[src/rtl/scan_rx_if.sv]
// Scan receiver port bundle: frame start, serial data and the word handshake.
// master = the side driving the scan stream and acking; slave = the receiver.
interface scan_rx_if #(
  parameter int unsigned WIDTH = 19
);
  logic             en;
  logic             scan_in;
  logic             data_ack;
  logic [WIDTH-1:0] data;
  logic             data_valid;
  logic             busy;
  logic             overrun;
  logic             err;

  modport master (
    output en, scan_in, data_ack,
    input  data, data_valid, busy, overrun, err
  );

  modport slave (
    input  en, scan_in, data_ack,
    output data, data_valid, busy, overrun, err
  );
endinterface

[src/rtl/scan_rx.sv]
// Serial scan receiver: detects the en rising edge, shifts WIDTH bits in LSB-first
// and presents the word with a valid/ack handshake. Optional macro SCAN_RX_PARITY_EN.
module scan_rx #(
  parameter int unsigned WIDTH = 19
) (
  input  logic      clk,
  input  logic      rst,
  scan_rx_if.slave  bus
);

`ifdef SCAN_RX_PARITY_EN
  localparam int unsigned FRAME = WIDTH + 1;
`else
  localparam int unsigned FRAME = WIDTH;
`endif
  localparam int unsigned CNT_W = 5;
  localparam logic [CNT_W-1:0] CNT_LAST = CNT_W'(FRAME - 1);

  typedef enum logic {
    ST_IDLE  = 1'b0,
    ST_SHIFT = 1'b1
  } state_e;

  state_e           state_q, state_d;
  logic [CNT_W-1:0] cnt_q, cnt_d;
  logic [FRAME-1:0] shreg_q, shreg_d;
  logic [WIDTH-1:0] data_q, data_d;
  logic             last_en_q, last_en_d;
  logic             data_valid_q, data_valid_d;
  logic             overrun_q, overrun_d;
  logic             busy_q, busy_d;

  logic             start_c;
  logic             ack_c;
  logic             done_c;
  logic [FRAME-1:0] word_c;

  assign start_c = bus.en & ~last_en_q;
  assign ack_c   = bus.data_ack & data_valid_q;
  // Completed word includes the bit sampled on the completion edge itself.
  assign word_c  = {bus.scan_in, shreg_q[FRAME-1:1]};
  assign done_c  = (state_q == ST_SHIFT) && (cnt_q == CNT_LAST);

  // Next-state, shift and handshake logic.
  always_comb begin
    state_d      = state_q;
    cnt_d        = cnt_q;
    shreg_d      = shreg_q;
    data_d       = data_q;
    data_valid_d = data_valid_q;
    overrun_d    = overrun_q;
    last_en_d    = bus.en;

    case (state_q)
      ST_IDLE: begin
        if (start_c) begin
          state_d = ST_SHIFT;
          cnt_d   = '0;
        end
      end
      ST_SHIFT: begin
        shreg_d = word_c;
        cnt_d   = cnt_q + CNT_W'(1);
        if (done_c) begin
          state_d = ST_IDLE;
        end
        // A new start aborts (or, on the last edge, follows) the current frame.
        if (start_c) begin
          state_d = ST_SHIFT;
          cnt_d   = '0;
        end
      end
      default: state_d = ST_IDLE;
    endcase

    if (ack_c) begin
      data_valid_d = 1'b0;
      overrun_d    = 1'b0;
    end
    if (done_c) begin
      data_d       = word_c[WIDTH-1:0];
      data_valid_d = 1'b1;
      if (data_valid_q && !bus.data_ack) begin
        overrun_d = 1'b1;
      end
    end

    busy_d = (state_d == ST_SHIFT);
  end

  always_ff @(posedge clk) begin
    if (rst) begin
      state_q      <= ST_IDLE;
      cnt_q        <= '0;
      shreg_q      <= '0;
      data_q       <= '0;
      data_valid_q <= 1'b0;
      overrun_q    <= 1'b0;
      busy_q       <= 1'b0;
      // High so that en held through reset is not seen as a rising edge.
      last_en_q    <= 1'b1;
    end else begin
      state_q      <= state_d;
      cnt_q        <= cnt_d;
      shreg_q      <= shreg_d;
      data_q       <= data_d;
      data_valid_q <= data_valid_d;
      overrun_q    <= overrun_d;
      busy_q       <= busy_d;
      last_en_q    <= last_en_d;
    end
  end

`ifdef SCAN_RX_PARITY_EN
  logic err_q, err_d;

  // Even parity over payload and parity bit; held until the next completion.
  always_comb begin
    err_d = err_q;
    if (done_c) begin
      err_d = ^word_c;
    end
  end

  always_ff @(posedge clk) begin
    if (rst) begin
      err_q <= 1'b0;
    end else begin
      err_q <= err_d;
    end
  end

  assign bus.err = err_q;
`else
  assign bus.err = 1'b0;
`endif

  assign bus.data       = data_q;
  assign bus.data_valid = data_valid_q;
  assign bus.busy       = busy_q;
  assign bus.overrun    = overrun_q;

endmodule

[src/flat_wrapper.sv]
// flat-port wrapper written by rule: the top's interface ports become plain ports
module scan_rx_flat 
#(
  parameter int unsigned WIDTH = 19
)
  (clk, rst, bus_en, bus_scan_in, bus_data_ack, bus_data, bus_data_valid, bus_busy, bus_overrun, bus_err);
  scan_rx_if #(.WIDTH(WIDTH)) bus_i ();
  input  logic clk;
  input  logic rst;
  input wire logic [$bits(bus_i.en)-1:0] bus_en;
  input wire logic [$bits(bus_i.scan_in)-1:0] bus_scan_in;
  input wire logic [$bits(bus_i.data_ack)-1:0] bus_data_ack;
  output wire logic [$bits(bus_i.data)-1:0] bus_data;
  output wire logic [$bits(bus_i.data_valid)-1:0] bus_data_valid;
  output wire logic [$bits(bus_i.busy)-1:0] bus_busy;
  output wire logic [$bits(bus_i.overrun)-1:0] bus_overrun;
  output wire logic [$bits(bus_i.err)-1:0] bus_err;
  assign bus_i.en = bus_en;
  assign bus_i.scan_in = bus_scan_in;
  assign bus_i.data_ack = bus_data_ack;
  assign bus_data = bus_i.data;
  assign bus_data_valid = bus_i.data_valid;
  assign bus_busy = bus_i.busy;
  assign bus_overrun = bus_i.overrun;
  assign bus_err = bus_i.err;
  scan_rx #(.WIDTH(WIDTH)) u_core (.clk(clk), .rst(rst), .bus(bus_i));
endmodule
[config.mk]
export PLATFORM = sky130hd
export DESIGN_NAME = scan_rx_flat
export DESIGN_NICKNAME = d
export VERILOG_FILES = /design/src/rtl/scan_rx_if.sv /design/src/rtl/scan_rx.sv /design/src/flat_wrapper.sv
export SDC_FILE = /design/constraint.sdc
export NUM_CORES = 1
export LEC_CHECK = 0
export BUFFER_PORTS_ARGS = -buffer_cell sky130_fd_sc_hd__clkbuf_2
export CAP_MARGIN = 20
export CORE_MARGIN = 1.5
export CORE_UTILIZATION = 45
export CTS_BUF_LIST = sky130_fd_sc_hd__clkbuf_4
export DETAILED_ROUTE_END_ITERATION = 7
export PLACE_DENSITY = 0.66
export SETUP_SLACK_MARGIN = 0.02
export SLEW_MARGIN = 15
export SYNTH_ARGS = -nofsm -noshare
export SYNTH_HDL_FRONTEND = slang
export SYNTH_SLANG_ARGS = --single-unit
[constraint.sdc]
create_clock -name clk -period 1.6 [get_ports clk]
set_input_delay 0.16 -clock clk [delete_from_list [all_inputs] [get_ports clk]]
set_output_delay 0.16 -clock clk [all_outputs]
set_load 0.05 [all_outputs]
After elaboration in Yosys (flattened, before gate mapping)
Index checks and enable logic that the tools add are counted.
- flip-flop bits (word level): 47
- bits of input ports: 5
- logic and storage cells: 30
- output and inout port bits: 23
- reduce and logical (&&, ||, !) cells: 4
- $add $sub $neg: 1
- multiplexer cells: 12
- eq/ne operators: 2
- bitwise gates (word level): 4
- operator list (kind ; count):
    $mux W5 ; 2
    $pmux W5 S2 ; 1
    $mux W1 ; 8
    $add A5 B1 Y5 const B ; 1
    $eq A5 B5 Y1 const B ; 1
    $and A1 B1 Y1 ; 2
    $logic_and A1 B1 Y1 ; 2
    $ne A2 B1 Y1 const B ; 1
    $not A1 Y1 ; 2
    $pmux W1 S2 ; 1
    $reduce_bool A2 Y1 ; 1
    $logic_not A1 Y1 ; 1

Depth between registers and ports, before layout
- depth in word-level cells: 5
- mapped depth: 7
- mapped depth without buffers: 5

Worst setup path after synthesis
No wires, ideal clock.
- path kind: register to register
- start: reg u_core.state_q
- end: reg u_core.shreg_q[1]
- cell stages (with the launch flop): 5
- required time: 1.472 ns
- clock period less this slack: 1.524 ns
- setup slack: 0.076 ns
- data arrival time: 1.396 ns
- library setup time: 0.128 ns
- path buffers: 2
- cells stage by stage: dfxtp_1 -> buf_2 -> buf_2 -> mux2i_1 -> nor2_1
- RTL lines (what ; line ; RTL):
    from (decl) ; scan_rx.sv:24 ; state_e state_q, state_d;
    from (signal assigned) ; scan_rx.sv:103 ; state_q <= state_d;
    to (signal assigned) ; scan_rx.sv:105 ; shreg_q <= shreg_d;
    to (decl) ; scan_rx.sv:26 ; logic [FRAME-1:0] shreg_q, shreg_d;

Worst setup path after layout
- start: reg u_core.cnt_q[0]
- end: reg u_core.data_q[3] (netlist: u_core.bus.data[3])
- word-level cells in the longest chain between the ends: 2
- RTL lines (what ; line ; RTL):
    from (decl) ; scan_rx.sv:25 ; logic [CNT_W-1:0] cnt_q, cnt_d;
    from (signal assigned) ; scan_rx.sv:104 ; cnt_q <= cnt_d;
    $eq A5 B5 Y1 ; scan_rx.sv:42 ; assign done_c = (state_q == ST_SHIFT) && (cnt_q == CNT_LAST);
    $logic_and A1 B1 Y1 ; scan_rx.sv:42 ;
    to (signal assigned) ; scan_rx.sv:106 ; data_q <= data_d;
    to (decl) ; scan_rx.sv:27 ; logic [WIDTH-1:0] data_q, data_d;
No other way between the ends.
A chain may end at the register's enable or synchronous reset.

==> metrics <==
Port Buffers 26; register area share after synthesis 49.3%; status finished, final reports clean; TritonCTS clock tree yes; I/O pins 28; Peak Freq between 0.6 and 0.7 GHz; maximum VDD drop around 0.48 mV; DP Worst Slack roughly 0.12 ns; total CTS buffers 5; Critical Path RT around 1.9 ns; DP HPWL 2.21 mm; first-pass GRT wire length 5.80 mm; fillers 364; Sw Ratio 23.5%; min-delay worst type in -> reg; syn_area_per_cell 10.2 um2; startpoint class of the critical path flip-flop; die area about 4500 um2; Multi-input gate area 856 um2; hold slack final 0.0526 ns; share of total power in sequential cells between 60% and 70%; fin area roughly 2100 um2; clock share of power roughly 29%; GPL Wtd Cong between 0.6 and 0.7; Period Utilization, post-route 91.8%; CORE AREA between 4000 and 5000 um2; CTS Root Cell clkbuf_4; initial antenna violation count 0; Die Ht 67.4 um; setup TNS 0 ns; hold path endpoint u_core.shreg_q[18]$_SDFFE_PP0P_; Worst Path Arrival approximately 1.7 ns; Power Dens Cells approximately 830 nW/um2; WS Path Type reg -> reg; grt ovf 0; fraction of layout cells with a size suffix above 1 25.7%; CP max stage delay approximately 0.42 ns; FF-to-FF End u_core.bus.data[3]$_SDFFE_PP0P_; die width approximately 67 um; CTS resizes 0; number of global-route vias before repair 1,246; cell count after synthesis 184; crit-path max FO 10; Yosys reg bits 46; Area Overhead vs Synth 14.1%; Detailed Routing Iterations Pass 1 4; starting density of the core between 40% and 50%; DR vias/cell ~5.2; Final WS setup approximately 0.13 ns; Hold Crit Depth 3; Max Clock Skew 0.0126 ns; Bufs on Longest Clock Path 2; drt initial violations 60; sw power 418 uW; Routed wire per std cell 13.0 um; Remaining DRCs 0; Post-Route WL between 3 and 4 mm; CP cell instances inv_1 > ha_1 > and4bb_4 > and2_4 > buf_12 > o21ai_0; hold_sp bus_scan_in; register area 922 um2; post-route antenna net violation count 0; Final Slew Violations 0; clock slew at reported path FFs 0.13 ns; RSZ-0062 raised after global routing no; Worst path slowest cell dfxtp_1; Hold Vio Cnt, Final 0; R2R depth 6; CP Capture Type flip-flop; total track usage 17.1%; Max-Cap Viols 0; reg-to-reg setup timing slack 0.13 ns; Inserted Diodes 0; post-layout min period 1.47 ns; fin nets around 220; Tot Pwr 1.78 mW; total of warnings raised by yosys 0; DP Area 2020 um2; combinational share of power 5.9%; CTS Sinks 46; Distinct cells, synth 26; Int Pwr approximately 1.4 mW; Leak 0.805 nW; vias 1,344; r2r startpoint u_core.cnt_q[0]$_SDFFE_PP0P_; Netlist Area Pre-Place 1870 um2; clock latency on the worst-skew pair 0.35 ns; Site Rows 23; Top Family by Delay on Critical Path simple AND/OR/NAND/NOR gates; Buf/Inv on CP 2; pin count of the biggest net entering global routing 35; Post-Syn Nets 191; H-tree depth 2; Final setup viols 0
## layout make-up
class,instances,share of cell area [%]
multi-input cells,121,40.1
flip-flops and latches,46,43.3
clock buffers,5,1.76
well taps,50,2.93
clock inverters,2,0.469
inverters,1,0.176
repair buffers,35,11.3
## kinds of logic after synthesis
kind of cell,after synthesis,share of synthesized area [%]
muxes,18,9.64
DFF,46,49.3
adders and majority gates,2,1.34
xor gates and xnor gates,4,1.88
buffers and inverters,17,4.89
other,1,0.201
AOI/OAI and AO/OA,24,8.77
and+or+nand+nor,72,24.0
## cells in the final DEF (no fill, tap or decap), types with 2 or more instances in the layout
| cell type | netlist | layout |
|---|---|---|
| a211oi_1 | 2 | 2 |
| a21oi_1 | 2 | 2 |
| buf_12 | 0 | 3 |
| buf_4 | 2 | 4 |
| clkbuf_2 | 0 | 26 |
| clkbuf_4 | 0 | 5 |
| clkinv_2 | 0 | 2 |
| dfxtp_1 | 46 | 45 |
| dlygate4sd3_1 | 0 | 2 |
| ha_1 | 2 | 2 |
| mux2i_1 | 18 | 18 |
| nand2b_1 | 22 | 22 |
| nand4_1 | 2 | 2 |
| nand4b_1 | 19 | 19 |
| nor2_1 | 24 | 24 |
| o21ai_0 | 9 | 9 |
| o21ai_2 | 10 | 10 |
| xor2_1 | 3 | 3 |
## worst reg2reg max path: stages, from the launching register on
cell      delay (ns)
dfxtp_1         0.42
inv_1           0.06
ha_1            0.20
and4bb_4        0.24
and2_4          0.19
buf_12          0.13
o21ai_0         0.16
## worst max path at each step
stage,start,end,slack [ns],cells after the start
3_5_place_dp,u_core.cnt_q[0]$_SDFFE_PP0P_,u_core.bus.data[3]$_SDFFE_PP0P_,0.12,5
6_report,u_core.cnt_q[0]$_SDFFE_PP0P_,u_core.bus.data[3]$_SDFFE_PP0P_,0.13,6
4_1_cts,u_core.cnt_q[0]$_SDFFE_PP0P_,u_core.bus.data[3]$_SDFFE_PP0P_,0.09,5
5_1_grt,u_core.cnt_q[0]$_SDFFE_PP0P_,u_core.bus.data[1]$_SDFFE_PP0P_,0.05,6
3_3_place_gp,u_core.cnt_q[0]$_SDFFE_PP0P_,u_core.bus.data[3]$_SDFFE_PP0P_,0.18,5
2_1_floorplan,u_core.state_q$_SDFF_PP0_,u_core.shreg_q[1]$_SDFFE_PP0P_,0.08,4
## Yosys cell counts
library cell | count | area [um2]
a21oi_1 | 2 | 10.0
and2_4 | 1 | 8.76
nor2_1 | 24 | 90.1
dfxtp_1 | 46 | 921
buf_4 | 2 | 15.0
and4bb_4 | 1 | 16.3
ha_1 | 2 | 25.0
or2_2 | 1 | 6.26
nand2b_1 | 22 | 138
a211oi_1 | 2 | 15.0
buf_2 | 4 | 20.0
buf_1 | 1 | 3.75
clkbuf_1 | 7 | 26.3
xor2_1 | 3 | 26.3
nor2b_1 | 1 | 6.26
mux2i_1 | 18 | 180
a31oi_1 | 1 | 6.26
inv_1 | 1 | 3.75
o21ai_0 | 9 | 45.0
nand4_1 | 2 | 12.5
nand4b_1 | 19 | 166
conb_1 | 1 | 3.75
buf_6 | 2 | 22.5
nand2_1 | 1 | 3.75
xnor2_1 | 1 | 8.76
o21ai_2 | 10 | 87.6
## power by group through the flow
stage	clock network, mW	logic (mW)	registers, mW
after floorplan	0	0.0777	1.19
after global placement	0	0.0976	1.19
after detailed placement	0	0.101	1.19
after CTS	0.528	0.105	1.16
after global routing	0.571	0.114	1.16
final	0.509	0.105	1.16
## registers in the layout, indices dropped and copies added (netlist names), named ones only
register and flops:
u_core.state_q 1, u_core.last_en_q 1, u_core.bus.data_valid 1, u_core.bus.data 19, u_core.cnt_q 5, u_core.shreg_q 18
## per-stage QoR
stage	cells	utilization (%)
2_1_floorplan	184	-
3_3_place_gp	249	50.6
3_5_place_dp	249	50.6
4_1_cts	258	52.3
5_1_grt	260	53.3
6_report	260	53.3
## per-layer routing
metal  wire length, um  up-vias  share of wire [%]  GRT usage, %
met4                53        0                1.6          7.65
met3               171        5                5.1          5.33
met2              1570       28                 46          27.5
met1              1580      626                 47          20.9
li1                  -      685                  -             -
met5                 0        -                  0             0
## timing repair
item                                   in CTS  in global routing
setup buffers                               0                  2
hold buffers                                2                  0
endpoints found under the hold margin       2                  0
setup endpoints to repair                   0                  4
Note: power is estimated with default switching activity, not from simulation.
